===== config.mk =====
export PLATFORM = sky130hd
export DESIGN_NAME = sonic_echo_responder
export DESIGN_NICKNAME = d
export VERILOG_FILES = /design/src/rtl/sonic_echo_responder.sv
export SDC_FILE = /design/constraint.sdc
export NUM_CORES = 1
export LEC_CHECK = 0
export ABC_AREA = 0
export BUFFER_PORTS_ARGS = -buffer_cell sky130_fd_sc_hd__buf_2
export CAP_MARGIN = 40
export CORE_MARGIN = 2
export CORE_UTILIZATION = 60
export CTS_BUF_LIST = sky130_fd_sc_hd__clkbuf_16
export DETAILED_ROUTE_END_ITERATION = 10
export GPL_ROUTABILITY_DRIVEN = 1
export PLACE_DENSITY = 0.77
export SKIP_CTS_REPAIR_TIMING = 1
export SLEW_MARGIN = 20
export SYNTH_ARGS = -nofsm -noshare
export SYNTH_HDL_FRONTEND = slang
export SYNTH_SLANG_ARGS = --single-unit

===== constraint.sdc =====
create_clock -name clk -period 13.23 [get_ports clk]
set_clock_uncertainty 0.15 [all_clocks]
set_input_delay 2.646 -clock clk [delete_from_list [all_inputs] [get_ports clk]]
set_output_delay 2.646 -clock clk [all_outputs]
set_load 0.05 [all_outputs]

===== src/rtl/sonic_echo_responder.sv =====
`timescale 1ns/1ps
// sonic_echo_responder
// Emulates the sensor end of an HC-SR04 trig/echo link. A valid trig pulse
// starts a fixed burst delay. After the delay, echo is driven high for a width
// that encodes the programmed distance, or the no-object timeout width. A
// hold-off period then follows before the next request is accepted.
module sonic_echo_responder #(
  parameter int unsigned CYC_PER_US  = 100,
  parameter int unsigned MIN_TRIG_US = 10,
  parameter int unsigned BURST_US    = 200,
  parameter int unsigned US_PER_CM   = 58,
  parameter int unsigned MIN_CM      = 2,
  parameter int unsigned MAX_CM      = 400,
  parameter int unsigned TIMEOUT_US  = 38000,
  parameter int unsigned HOLDOFF_US  = 1000
) (
  input  logic       clk,
  input  logic       rst,
  input  logic       trig,
  input  logic [8:0] distance_cm,
  input  logic       obj_present,
  output logic       echo,
  output logic       busy,
  output logic       meas_done
);

  localparam logic [31:0] BURST_LAST   = 32'(BURST_US * CYC_PER_US - 1);
  localparam logic [31:0] HOLDOFF_LAST = 32'(HOLDOFF_US * CYC_PER_US - 1);
  localparam logic [31:0] TIMEOUT_CYC  = 32'(TIMEOUT_US * CYC_PER_US);
  localparam logic [31:0] ECHO_PER_CM  = 32'(US_PER_CM * CYC_PER_US);
  localparam int          WW           = $clog2(MIN_TRIG_US * CYC_PER_US + 1);
  localparam logic [WW-1:0] WIDTH_MIN  = WW'(MIN_TRIG_US * CYC_PER_US);

  typedef enum logic [2:0] {
    S_IDLE,
    S_TRIG_HI,
    S_BURST,
    S_ECHO,
    S_HOLDOFF
  } state_t;

  logic          r_trig_m;
  logic          r_trig_s;
  logic          r_trig_d;
  state_t        r_state;
  logic [WW-1:0] r_width;
  logic [31:0]   r_cnt;
  logic [31:0]   r_echo_w;
  logic          r_echo;
  logic          r_busy;
  logic          r_meas_done;

  logic [8:0]    w_dist_clamped;
  logic          w_no_obj;
  logic [31:0]   w_echo_w;

  // Echo width for the current inputs. The distance is widened to 32 bits
  // before the multiply so that the product cannot truncate.
  assign w_dist_clamped = (distance_cm < 9'(MIN_CM)) ? 9'(MIN_CM) : distance_cm;
  assign w_no_obj       = !obj_present || (distance_cm > 9'(MAX_CM));
  assign w_echo_w       = w_no_obj ? TIMEOUT_CYC : (32'(w_dist_clamped) * ECHO_PER_CM);

  // Two-flop synchronizer for the asynchronous trig pin, plus one delayed copy
  // that is used for rising-edge detection.
  always_ff @(posedge clk) begin
    // NOTE: sequential state uses non-blocking assignments, so every flop
    // samples its pre-edge value. With blocking assignments, trig would
    // ripple through the whole synchronizer in a single cycle.
    if (!rst) begin
      r_trig_m <= 1'b0;
      r_trig_s <= 1'b0;
      r_trig_d <= 1'b0;
    end else begin
      r_trig_m <= trig;
      r_trig_s <= r_trig_m;
      r_trig_d <= r_trig_s;
    end
  end

  // Request/response sequencer with registered echo, busy and meas_done.
  always_ff @(posedge clk) begin
    if (!rst) begin
      r_state     <= S_IDLE;
      r_width     <= '0;
      r_cnt       <= '0;
      r_echo_w    <= '0;
      r_echo      <= 1'b0;
      r_busy      <= 1'b0;
      r_meas_done <= 1'b0;
    end else begin
      r_meas_done <= 1'b0;
      case (r_state)
        S_IDLE: begin
          // A fresh rising edge is required; a level still high from an
          // earlier request has r_trig_d set and is ignored here.
          if (r_trig_s && !r_trig_d) begin
            // The edge cycle itself is the first high cycle of the pulse.
            r_width <= WW'(1);
            r_busy  <= 1'b1;
            r_state <= S_TRIG_HI;
          end
        end
        S_TRIG_HI: begin
          if (r_trig_s) begin
            // NOTE: the width counter saturates, so a very long trig pulse
            // cannot wrap around to a value that looks too short.
            if (r_width < WIDTH_MIN) r_width <= r_width + WW'(1);
          end else if (r_width >= WIDTH_MIN) begin
            r_echo_w <= w_echo_w;
            r_cnt    <= '0;
            r_state  <= S_BURST;
          end else begin
            r_busy  <= 1'b0;
            r_state <= S_IDLE;
          end
        end
        S_BURST: begin
          if (r_cnt == BURST_LAST) begin
            r_cnt   <= '0;
            r_echo  <= 1'b1;
            r_state <= S_ECHO;
          end else begin
            r_cnt <= r_cnt + 32'd1;
          end
        end
        S_ECHO: begin
          if (r_cnt == r_echo_w - 32'd1) begin
            r_cnt       <= '0;
            r_echo      <= 1'b0;
            r_meas_done <= 1'b1;
            r_state     <= S_HOLDOFF;
          end else begin
            r_cnt <= r_cnt + 32'd1;
          end
        end
        S_HOLDOFF: begin
          if (r_cnt == HOLDOFF_LAST) begin
            r_cnt   <= '0;
            r_busy  <= 1'b0;
            r_state <= S_IDLE;
          end else begin
            r_cnt <= r_cnt + 32'd1;
          end
        end
        default: begin
          r_echo  <= 1'b0;
          r_busy  <= 1'b0;
          r_state <= S_IDLE;
        end
      endcase
    end
  end

  assign echo      = r_echo;
  assign busy      = r_busy;
  assign meas_done = r_meas_done;

endmodule


==> impl_results.md, run 1 <==
* Clock transition at path regs at approximately 0.060 ns
* Sw frac at about 34%
* CP Launch Point: distance_cm[1]
* Internal power at roughly 480 µW
* Post-DP HPWL at 9890 µm
* Worst-Margin Slew at 0.759 ns
* H-tree depth at 3
* CTS Root Cell: clkbuf_16
* Rel. slew slack at 48.9%
* Final slew viol count at 0
* CP arrival at around 7.8 ns
* Antenna diode count at 0
* Unrepaired setup endpoints after global routing: no
* Filler cell count at ~780
* Final ANT Viol Nets at 0
* First-pass GRT wire length at ~22000 µm
* Clock power share at a little over a third
* P_sw at 246 µW
* Ratio of final minimum period to clock period at 58.9%
* CP endpoint kind: flop
* Buf/Inv on CP at 5
* Total power at about 730 µW
* Combinational power share at between 30% and 40%
* Reg-to-reg slack, setup at 9.23 ns
* HP Class: flop to flop
* Die height at roughly 100 µm
* Netlist cell types at 59
* Global placement routability congestion at 0.918
* Drt total wl at around 13000 µm
* Post-synthesis average cell area at 8.05 µm²
* Area Growth Syn to Fin at 7.27%
* Grt total ovfl at 0
* Final Hold Viols at 0
* Crit Path Max Fanout at 12
* Post-Syn Area at between 5000 and 6000 µm²
* Leakage at approximately 0.0028 µW
* Post-layout nets at between 700 and 800
* Top_reg_cell synth: dfxtp_1
* Largest net degree at the start of global routing at 53
* Number of synthesized flops with an enable pin at 0
* Synth Warn # at 0
* Syn Inst Count at approximately 700
* Gr usage total at approximately a quarter
* Crit path capture: r_echo_w[21]
* Vias in the first global route at 4732
* Share of the synthesized area in the top cell type at around a quarter
* Top delay family on crit path: adder cells
* Worst path slowest cell: fa_1
* Reg2reg start: r_echo_w[3]
* Total of max-cap violations at 0
* Ys async rst share at 0%
* CTS Buf Count at 9
* Status: completed
* Power per cell area at roughly 120 nW/µm²
* Bufs on Longest Clock Path at 2
* Top cells by area, synth: dfxtp_1 (24%), ha_1 (11%), fa_1 (7.6%), inv_1 (4.5%), o21ai_0 (4.2%)
* Routed wire length per instance at between 15 and 20 µm
* CP max stage delay at 0.54 ns
* IO Count at 16
* WP data required at approximately 13 ns
* Capturing point of the worst reg2reg path: r_cnt[27]
* Drt first pass iters at 5
* # port buffers at 15
* DRC errors left at 0
* Iter 0 DRT Violations at approximately 330
* Via-to-Cell Ratio at roughly 5.9
* Clock sinks at 70
* Crit-path cells: buf_2 -> or3_1 -> o41ai_1 -> nand2_1 -> and2_1 -> ha_1 -> inv_1 -> fa_1 -> inv_1 -> fa_1 -> inv_1 -> fa_1 -> inv_1 -> ha_1 -> nand2_1 -> o21ai_0 -> o41a_1 -> a21oi_1 -> a21oi_1 -> a21oi_1 -> xor2_1 -> a21oi_1
* Register area share after synthesis at between 20 and 25%
* Setup_tns at 0 ns
* CTS tree: done
* Sequential power share at roughly 29%
* Die span in x at between 100 and 150 µm
* Core footprint at roughly 9300 µm²
* Peak supply drop at 0.0754 mV
* Yosys top cell by area: dfxtp_1
* Via count at approximately 5000
* Site Rows at 35
* Startpoint Class: input pin
* Worst setup path class: input pin to flop
* WP depth at 22
* Starting Density at 62.3%
* FF-to-FF path depth at 12
* Seq cells post-synth at 70
* Post-Syn Nets at ~800
* Die area at ~10000 µm²
* Setup violations, final at 0
* Final Critical Period at around 7.8 ns
* Worst skew pair latency at about 0.34 ns
* Initial antenna violation count at 0
* Fmax at around 0.13 GHz
* Ratio of cells with drive above 1 in the final layout at 7.10%
## logic make-up after synthesis
group | after synthesis | share of synthesized area, %
simple gates | 268 | 24.9
compound gates | 144 | 15.7
buf+inv | 104 | 7.34
fa+ha+maj | 72 | 18.4
flops | 70 | 24.2
xor+xnor | 53 | 8.03
mux | 7 | 1.28
## how the worst min path moves through the flow
stage,from,end,slack (ns),depth (start not counted)
after floorplan,r_trig_m,r_trig_s,0.26,1
after global placement,r_trig_m,r_trig_s,0.27,1
after detailed placement,r_trig_m,r_trig_s,0.27,1
after CTS,r_trig_m,r_trig_s,0.29,1
after global routing,r_trig_m,r_trig_s,0.29,1
final,r_trig_m,r_trig_s,0.28,1
## Yosys cell counts (all sizes together), types with 13 or more instances
master,count
nand3,24
ha,50
and2,14
clkbuf,26
nor4,13
and3,19
inv,70
nor3,26
a21oi,31
o21ai,49
nand2,61
dfxtp,70
xor2,27
nor2,51
fa,22
xnor2,26
a21o,23
## cell type report
type / count / area, µm² / area share, %
Clock buffer: 9 / 225 / 3.63
Clock inverter: 7 / 97.6 / 1.57
Inverter: 70 / 263 / 4.24
Multi-Input combinational cell: 544 / 3960 / 63.8
Sequential cell: 70 / 1400 / 22.6
Tap cell: 129 / 161 / 2.60
Timing Repair Buffer: 18 / 97.6 / 1.57
## cell usage in the layout (no fill, tap or decap), types with 10 or more instances in the layout
cell type  count
nand3_1       23
and2_1        14
nor3b_1       10
fa_1          22
a21o_1        23
nor4_1        10
nor3_1        26
ha_1          50
inv_1         70
xor2_1        27
buf_2         15
nor2_1        51
dfxtp_1       70
o21ai_0       49
nand4_1       10
nand2_1       61
xnor2_1       26
a21oi_1       31
and3_1        19
## registers in the layout, summed over array words and instances, names as in the netlist
name,count
r_cnt,32
r_echo_w,19
r_width,10
r_state,3
busy,1
echo,1
meas_done,1
r_trig_d,1
r_trig_m,1
r_trig_s,1
## per-stage QoR
stage,area (µm²),hold slack (ns),utilization (%),setup slack [ns],std cells
3_3_place_gp,5870,0.272,63.2,5.37,830
2_1_floorplan,5780,0.262,-,5.65,718
3_5_place_dp,5880,0.275,63.3,5.16,831
4_1_cts,6200,0.288,66.8,5.49,847
5_1_grt,6200,0.295,66.8,5.11,847
6_report,6200,0.284,66.8,5.44,847
## metal layers
metal | vias to the layer above | global-route usage (%) | wire, µm
li1 | 2484 | - | -
met1 | 2396 | 34.9 | 6110
met2 | 106 | 44.1 | 6150
met3 | 22 | 4.58 | 452
met4 | 0 | 8.21 | 226
met5 | - | 0 | 0
## power groups by stage
stage	registers [µW]	logic, µW	clock network [µW]
after detailed placement	217	249	0
after floorplan	217	196	0
after CTS	212	252	263
after global placement	217	240	0
final	212	253	263
after global routing	212	291	272
Power figures use the tool's default switching activity.
==> inputs of run 2 (changes only) <==
--- a/config.mk
+++ b/config.mk
@@ -5,7 +5,7 @@
 export SDC_FILE = /design/constraint.sdc
 export NUM_CORES = 1
 export LEC_CHECK = 0
-export ABC_AREA = 0
+export ABC_AREA = 1
 export BUFFER_PORTS_ARGS = -buffer_cell sky130_fd_sc_hd__buf_2
 export CAP_MARGIN = 40
 export CORE_MARGIN = 2
==> constraint.sdc (replaced) <==
create_clock -name clk -period 7.7 [get_ports clk]
set_clock_uncertainty 0.15 [all_clocks]
set_input_delay 1.54 -clock clk [delete_from_list [all_inputs] [get_ports clk]]
set_output_delay 1.54 -clock clk [all_outputs]
set_load 0.05 [all_outputs]
==> impl_results.md, run 2 <==
* Leading cell type in the layout, fill and taps excluded: nand2_1
* Crit Path Max Fanout at 7
* Drt total wl at 14500 µm
* Setup slack after placement at ~1.3 ns
* Max reg flops at 32
* Area post-placement at about 6500 µm²
* Most frequent cells in the layout: nand2_1 (222), inv_1 (188), nor2_1 (87)
* Iter 0 DRT Violations at between 300 and 400
* Share of the synthesized area in the top cell type at 22.2%
* Die span in x at 107 µm
* Clock transition at path regs at approximately 0.070 ns
* Post-DP HPWL at between 10000 and 15000 µm
* Top_reg_cell synth: dfxtp_1
* CTS Root Cell: clkbuf_16
* Max layer used: met4
* Gr usage total at 27.7%
* Die height at 107 µm
* Die area at approximately 11000 µm²
* Post-synthesis average cell area at approximately 6.6 µm²
* Min-delay src: r_trig_m
* Post-layout nets at between 1000 and 1500
* Top cells by area, synth: dfxtp_1 (22%), nand2_1 (13%), inv_1 (11%), ha_1 (9.9%), fa_1 (7.0%)
* Via count at 5774
* Routed wire length per instance at approximately 13 µm
* Drt first pass iters at 5
* Reg-to-reg slack, setup at slightly below 5 ns
* Ratio of cells with drive above 1 in the final layout at under 10%
* Initial antenna violation count at 0
* Reg2reg start: r_echo_w[3]
* Clock sinks at 70
* Final Hold Viols at 0
* CP arrival at about 6.2 ns
* WP data required at slightly below 8 ns
* CTS Buf Count at 9
* Top Registers: r_cnt (32), r_echo_w (19), r_width (10)
* Area Growth Syn to Fin at 6.83%
* FF-to-FF path depth at 17
* # port buffers at 15
* Setup_tns at 0 ns
* Global placement routability congestion at 0.958
* Register area at 1400 µm²
* Status: completed
* Site Rows at 37
* Final slew viol count at 0
* Core footprint at roughly 10000 µm²
* Largest net degree at the start of global routing at 50
* Filler cell count at around 960
* CP endpoint kind: flop
* Netlist cell types at 45
* Post-Syn Nets at around 1000
* Capturing point of the worst reg2reg path: r_cnt[25]
* Yosys top cell by area: dfxtp_1
* Starting Density at around 62%
* Ratio of final minimum period to clock period at ~80%
* Antenna diode count at 0
* Total of max-cap violations at 0
* Ys async rst share at 0%
* Synth cell count leaders: nand2_1 (222), inv_1 (188), nor2_1 (88), dfxtp_1 (70), a21oi_1 (66)
* Number of synthesized flops with an enable pin at 0
* H-tree depth at 3
* Final Critical Period at about 6.1 ns
* Peak supply drop at between 0.15 and 0.2 mV
* Seq cells post-synth at 70
* IO Count at 16
* Syn Inst Count at approximately 960
* Power per cell area at between 200 and 250 nW/µm²
* Bufs on Longest Clock Path at 2
* Rel. slew slack at about half
* Final ANT Viol Nets at 0
* First-pass GRT wire length at ~25000 µm
* DRC errors left at 0
* Post-route cell area at a little under 7000 µm²
* Register area share after synthesis at between 20% and 30%
* Setup violations, final at 0
* Most frequent cell after synthesis: nand2_1
* Grt total ovfl at 0
* Metal3 WL at approximately 690 µm
* Post-Syn Area at between 6000 and 7000 µm²
* Worst skew pair latency at roughly 0.34 ns
* Crit path capture: r_echo_w[20]
* Met2 WL at 6450 µm
* Fmax at roughly 0.16 GHz
* Vias in the first global route at 5415
* Via-to-Cell Ratio at between 5 and 6
* PnR worst setup slack at 1.57 ns
* Worst setup path class: input pin to flop
* Worst-Margin Slew at approximately 0.74 ns
* Synth Warn # at 0
* Top reg by flops: r_cnt
* CTS tree: done
* Leakage at roughly 0.0034 µW
* HP Class: flop to flop
* Unrepaired setup endpoints after global routing: no
* Met1 wire length at approximately 7100 µm
* Area used by multi-input combinational logic at 4090 µm²
* Startpoint Class: input pin
* CP Launch Point: distance_cm[7]
[run 2: per-stage QoR]
stage / hold slack [ns] / instances / util, % / total power [µW]
2_1_floorplan: 0.240 / 959 / - / 926
3_3_place_gp: 0.261 / 1088 / 62.9 / 1050
3_5_place_dp: 0.249 / 1088 / 62.9 / 1050
4_1_cts: 0.277 / 1104 / 65.7 / 1470
5_1_grt: 0.322 / 1104 / 65.7 / 1580
6_report: 0.278 / 1104 / 65.7 / 1460
[run 2: cells by family (layout without fill, tap and decap cells)]
logic type               count (synthesis)  after routing  synth area share (%)
buffers and inverters                  214            223                  13.2
flip-flops                              70             70                  22.2
AO/OA/AOI/OAI                          121            121                  10.7
adder cells (fa/ha/maj)                 72             72                  16.9
XOR/XNOR                                41             41                  5.68
AND/OR/NAND/NOR                        441            441                  31.4
[run 2: power breakdown]
group / switching [µW] / internal, µW / total [µW] / leakage (µW)
clock: 187 / 225 / 412 / 0.000139
sequential: 10.9 / 378 / 389 / 0.000565
combinational: 431 / 226 / 657 / 0.00270
total: 630 / 829 / 1460 / 0.00341
[run 2: cell type report]
cell class              count  share of cell area, %
flip-flops and latches     70                   20.7
multi-input cells         675                   60.5
repair buffers             18                   1.44
well taps                 136                   2.52
clock inverters             7                  0.926
inverters                 189                   10.5
clock buffers               9                   3.33
[run 2: per-layer routing]
metal | vias to the layer above | GRT usage, %
met1 | 2579 | 38.0
li1 | 3041 | -
met3 | 19 | 4.80
met4 | 0 | 8.63
met2 | 135 | 44.6
met5 | - | 0
[run 2: worst min-delay path by stage]
stage | endpoint | cells past startpoint
global placement | r_trig_s | 2
CTS | r_trig_s | 2
detailed placement | r_trig_s | 2
floorplan | r_trig_s | 2
finish | r_trig_s | 2
global route | r_trig_s | 2
[run 2: critical path, cell delays in order]
cell      delay (ns)
buf_2           0.11
inv_1           0.09
ha_1            0.22
a21boi_0        0.17
nand2_1         0.11
inv_1           0.19
nor2_1          0.11
ha_1            0.37
inv_1           0.10
fa_1            0.48
inv_1           0.05
fa_1            0.52
inv_1           0.05
fa_1            0.52
inv_1           0.04
ha_1            0.31
inv_1           0.09
nor3_1          0.18
a21oi_1         0.12
o21ai_0         0.27
a21oi_1         0.11
o21bai_1        0.18
o21ai_0         0.10
o21ai_0         0.15
inv_1           0.05
